File: src/rtl/pipe_ctrl.sv
// Pipeline sequencing controller for the 5-stage RV32 core.
// Generates stall/flush controls for PC, IF/ID, ID/EX and EX/MEM and the PC
// redirect. It resolves load-use hazards, taken branches, multi-cycle divides
// (with a watchdog) and data-memory wait states. It also keeps a saturating
// count of PC-stall cycles.
module pipe_ctrl #(
  parameter int unsigned ADDR_WIDTH  = 32,
  parameter int unsigned DIV_TIMEOUT = 64,
  parameter int unsigned CNT_WIDTH   = 32
) (
  input  logic                  clk_i,
  input  logic                  rst_i,
  input  logic [4:0]            id_reg1_raddr_i,
  input  logic                  id_reg1_re_i,
  input  logic [4:0]            id_reg2_raddr_i,
  input  logic                  id_reg2_re_i,
  input  logic                  ex_mem_read_i,
  input  logic [4:0]            ex_reg_waddr_i,
  input  logic                  ex_branch_taken_i,
  input  logic [ADDR_WIDTH-1:0] ex_branch_target_i,
  input  logic                  ex_div_start_i,
  input  logic                  div_done_i,
  input  logic                  mem_stall_i,
  output logic                  stall_pc_o,
  output logic                  stall_if_id_o,
  output logic                  stall_id_ex_o,
  output logic                  stall_ex_mem_o,
  output logic                  flush_if_id_o,
  output logic                  flush_id_ex_o,
  output logic                  flush_ex_mem_o,
  output logic                  pc_redirect_o,
  output logic [ADDR_WIDTH-1:0] pc_target_o,
  output logic                  div_busy_o,
  output logic                  div_timeout_o,
  output logic [CNT_WIDTH-1:0]  stall_cycles_o
);

  localparam int unsigned DCW = $clog2(DIV_TIMEOUT + 1);
  localparam logic [DCW-1:0] DIV_LIMIT = DCW'(DIV_TIMEOUT);

  localparam logic [0:0] ST_RUN      = 1'b0;
  localparam logic [0:0] ST_DIV_WAIT = 1'b1;

  logic [0:0]     state;
  logic [0:0]     state_nxt;
  logic [DCW-1:0] div_cnt;
  logic [DCW-1:0] div_cnt_nxt;
  logic           timeout_nxt;
  logic           div_timeout_q;
  logic           luh;

  // Decode reads a register that the load currently in EX has not produced yet.
  always_comb begin
    luh = ex_mem_read_i && (ex_reg_waddr_i != 5'd0) &&
          ((id_reg1_re_i && (id_reg1_raddr_i == ex_reg_waddr_i)) ||
           (id_reg2_re_i && (id_reg2_raddr_i == ex_reg_waddr_i)));
  end

  // The pulse register may still be set from the cycle before reset, so it is masked.
  always_comb begin
    div_timeout_o = div_timeout_q & ~rst_i;
  end

  // Pipeline controls and next-state selection. Every output is combinational.
  always_comb begin
    stall_pc_o     = 1'b0;
    stall_if_id_o  = 1'b0;
    stall_id_ex_o  = 1'b0;
    stall_ex_mem_o = 1'b0;
    flush_if_id_o  = 1'b0;
    flush_id_ex_o  = 1'b0;
    flush_ex_mem_o = 1'b0;
    pc_redirect_o  = 1'b0;
    pc_target_o    = '0;
    div_busy_o     = 1'b0;
    state_nxt      = state;
    div_cnt_nxt    = div_cnt;
    timeout_nxt    = 1'b0;

    if (rst_i) begin
      flush_if_id_o  = 1'b1;
      flush_id_ex_o  = 1'b1;
      flush_ex_mem_o = 1'b1;
      state_nxt      = ST_RUN;
      div_cnt_nxt    = '0;
    end else if (state == ST_RUN) begin
      if (mem_stall_i) begin
        stall_pc_o     = 1'b1;
        stall_if_id_o  = 1'b1;
        stall_id_ex_o  = 1'b1;
        stall_ex_mem_o = 1'b1;
      end else if (ex_branch_taken_i) begin
        pc_redirect_o = 1'b1;
        pc_target_o   = ex_branch_target_i;
        flush_if_id_o = 1'b1;
        flush_id_ex_o = 1'b1;
      end else if (ex_div_start_i) begin
        stall_pc_o     = 1'b1;
        stall_if_id_o  = 1'b1;
        stall_id_ex_o  = 1'b1;
        flush_ex_mem_o = 1'b1;
        state_nxt      = ST_DIV_WAIT;
        div_cnt_nxt    = DCW'(1);
      end else if (luh) begin
        stall_pc_o    = 1'b1;
        stall_if_id_o = 1'b1;
        flush_id_ex_o = 1'b1;
      end
    end else begin
      div_busy_o     = 1'b1;
      stall_ex_mem_o = mem_stall_i;
      if (div_done_i && !mem_stall_i) begin
        state_nxt   = ST_RUN;
        div_cnt_nxt = '0;
      end else if (div_cnt == DIV_LIMIT) begin
        // The abort releases the front end just like a completed divide does.
        state_nxt   = ST_RUN;
        div_cnt_nxt = '0;
        timeout_nxt = 1'b1;
      end else begin
        stall_pc_o     = 1'b1;
        stall_if_id_o  = 1'b1;
        stall_id_ex_o  = 1'b1;
        flush_ex_mem_o = ~mem_stall_i;
        div_cnt_nxt    = div_cnt + DCW'(1);
      end
    end
  end

  // State, divide counter and watchdog pulse registers.
  always_ff @(posedge clk_i) begin
    if (rst_i) begin
      state         <= ST_RUN;
      div_cnt       <= '0;
      div_timeout_q <= 1'b0;
    end else begin
      state         <= state_nxt;
      div_cnt       <= div_cnt_nxt;
      div_timeout_q <= timeout_nxt;
    end
  end

  // Saturating count of cycles in which the PC is held.
  always_ff @(posedge clk_i) begin
    if (rst_i) begin
      stall_cycles_o <= '0;
    end else if (stall_pc_o && (stall_cycles_o != '1)) begin
      stall_cycles_o <= stall_cycles_o + CNT_WIDTH'(1);
    end
  end

endmodule

File: config.mk
export PLATFORM = sky130hd
export DESIGN_NAME = pipe_ctrl
export DESIGN_NICKNAME = d
export VERILOG_FILES = /design/src/rtl/pipe_ctrl.sv
export SDC_FILE = /design/constraint.sdc
export NUM_CORES = 1
export LEC_CHECK = 0
export CORE_MARGIN = 2
export CORE_UTILIZATION = 44
export DETAILED_ROUTE_END_ITERATION = 12
export GPL_TIMING_DRIVEN = 0
export PLACE_DENSITY = 0.86
export SYNTH_ARGS = -nofsm -noshare
export SYNTH_HDL_FRONTEND = slang
export SYNTH_SLANG_ARGS = --single-unit
File: constraint.sdc
create_clock -name clk_i -period 3.7 [get_ports clk_i]
set_clock_uncertainty 0.1 [all_clocks]
set_input_delay 0.555 -clock clk_i [delete_from_list [all_inputs] [get_ports clk_i]]
set_output_delay 0.555 -clock clk_i [all_outputs]
set_load 0.05 [all_outputs]
==> impl_metrics.yaml <==
yosys:
  synth_area_um2: 2640
  synth_warnings: 0
  avgSynthCellArea_um2: 7.82
  async_flop_share_pct: 0
  ys_seq_area_share_pct: 31.1
  synth_edf_count: 0
  syn-num-nets: 397
  synth_area_leaders: "dfxtp_1 (31%), and2_1 (7.8%), a21oi_1 (4.0%)"
  yosysTopAreaCell: "dfxtp_1"
  synth_flop_cell: "dfxtp_1"
  ys_ff_latch: 41
  ys_types: 43
  yosysTopAreaCellShare_pct: 31.1
  yosysMostFrequentCell: "dfxtp_1"
  synth_commonest_cells: "dfxtp_1 (41), and2_1 (33), nor2_1 (25)"
  synth_cells: 338
routing:
  drt_first_pass_iters: 5
  wl_per_cell_um: 15.9
  drc: 0
  routed_via_density: 5.79
  routed_wl_um: 8730
  dr_total_vias: 3180
  drt_iter0_drc: 372
  ant_nets: 0
worst_setup_path:
  reg2regPathDepth: 10
  crit_fanout: 10
  endpoint_kind: "primary output"
  critPathKind: "primary input to primary output"
  startpoint_type: "primary input"
  arrival_ns: 2.88
  worstPathRequired_ns: 3.04
sta:
  tightest_slew_ns: 0.612
  final_max_slew_viol_count: 0
  fin_crit_ns: 3.53
  maxClockFrequency_mhz: 283
  slew-limit-headroom_pct: 59.2
  period_share_pct: 95.5
  hold_viol: 0
  hold_ws_ns: 0.397
  setup_viol_count_final: 0
floorplanning:
  die_area_um2: 6640
  io_pins: 130
  dieWidth_um: 81.5
  start_util_pct: 45.2
  core_um2: 5850
  rows: 28
  die_h_um: 81.5
power:
  power-per-cell-area_nw_per_um2: 240
  swShare_pct: 29.9
  power_frac_seq_pct: 45.1
  leakage_nw: 1.63
  p_int_w: 0.000697
  p_clk_share_pct: 31.2
  switchingPower_w: 0.000297
  comb_power_share_pct: 23.8
  vdd_drop_max_mv: 0.183
hold_path:
  hold_class: "register to register"
  worstHoldPathCells: 2
cells_and_area:
  final_nets: 533
  syn2layout_area_growth_pct: 56.8
  layout-drive-gt1-share_pct: 5.49
  regArea_um2: 821
  layout.cells.non_filler: 549
  multi_input_area_um2: 1680
  fillers: 454
  antenna_cells: 0
  stdcell_area_um2: 4140
global_route:
  grt_pass1_vias: 2897
  grt_max_degree: 13
  grt_util_all_layers_pct: 26.1
  grt_first_pass_wirelength_um: 13400
  overflow: 0
  antenna_found_initial: 0
job:
  max-cap-violations: 0
placement:
  place_area_um2: 4020
  hpwl_um: 6620
  place_inst: 541
  finalWeightedCongestion: 0.840
  port-buffer-count: 128
cts:
  cts.sinks: 41
  root_buffer: "clkbuf_8"
  cts_buffer_depth: 2
  cts_tree: "built"
  postCtsHoldBufs: 0
  clock_latency_ns: 0.31
  clk_pin_slew_worst_paths_ns: 0.07
  numCtsBuffers: 5
  htreeDepth: 2
outcome:
  status: "complete, no violations"
## per-stage QoR
step	util [%]	worst slack (ns)	setup TNS (ns)	total power, W
floorplan	-	0.635	0	0.000580
global placement	68.7	-0.663	-1.21	0.000690
detailed placement	68.7	-0.689	-1.26	0.000693
CTS	70.3	0.0324	0	0.000993
global route	70.8	-0.000323	-0.000506	0.00102
finish	70.8	0.167	0	0.000993
## final cells by class
class | count | share of cell area (%)
flip-flops and latches | 41 | 19.8
clock buffers | 6 | 1.99
clock inverters | 1 | 0.181
plain buffers | 25 | 2.96
inverters | 7 | 0.634
multi-input cells | 265 | 40.5
repair buffers | 129 | 31.7
well taps | 75 | 2.27
## cell usage in the layout (no fill, tap or decap), types with 5 or more instances in the layout
master / n
buf_2: 8
o31ai_1: 8
nor2_1: 25
or4_1: 14
dfxtp_1: 41
nor2b_1: 13
clkbuf_1: 12
o311ai_1: 5
o21ai_0: 10
or3_1: 7
and3_1: 6
nand2_1: 21
xnor2_1: 10
nand4_1: 15
nor4_1: 12
a21oi_1: 21
inv_1: 7
dlymetal6s2s_1: 12
buf_4: 5
nand3_1: 14
clkdlybuf4s50_1: 114
mux2_1: 8
and2_1: 33
clkbuf_8: 6
## power groups by stage
stage,Sequential (W),Combinational [W],Clock (W)
3_3_place_gp,0.000458,0.000232,0
5_1_grt,0.000448,0.000251,0.000322
6_report,0.000448,0.000236,0.000310
4_1_cts,0.000447,0.000237,0.000309
2_1_floorplan,0.000462,0.000118,0
3_5_place_dp,0.000458,0.000236,0
## critical path, stage by stage
cell	delay [ns]
clkdlybuf4s50_1	0.49
nor2_1	0.17
nand2_1	0.09
nor2_1	0.30
clkbuf_1	0.29
and2_1	0.17
clkdlybuf4s50_1	0.81
## metal layers
metal,up-vias,global-route usage [%],wire length [µm]
met1,1451,29.7,3250
li1,1511,-,-
met5,-,0,0
met3,28,5.38,776
met4,0,9.66,206
met2,190,47.9,4500
## state kept, by name, indices dropped and copies added, names as in the netlist
| register | count |
|---|---|
| div_cnt | 7 |
| div_timeout_q | 1 |
| stall_cycles_o | 32 |
| state | 1 |
## logic make-up after synthesis
logic type | count (synthesis) | share of synthesized area [%]
muxes | 9 | 3.79
AOI/OAI and AO/OA | 65 | 15.9
adders and majority gates | 3 | 1.42
buffers and inverters | 32 | 5.49
xor gates and xnor gates | 10 | 3.31
DFF | 41 | 31.1
and+or+nand+nor | 178 | 39.1
## what timing repair did
item,CTS,global route
buffers inserted,1,0
endpoints found under the setup margin,2,14
resized for setup,3,16
pin swaps,1,0
## worst paths after layout
kind | startpoint | end | slack (ns)
worst max-delay path | mem_stall_i | pc_target_o[30] | 0.17
worst min register to register | div_cnt[6] | div_cnt[6] | 0.40
worst max register to register | stall_cycles_o[0] | stall_cycles_o[25] | 0.79
worst min-delay path | div_cnt[6] | div_cnt[6] | 0.40
Power figures use the tool's default switching activity.
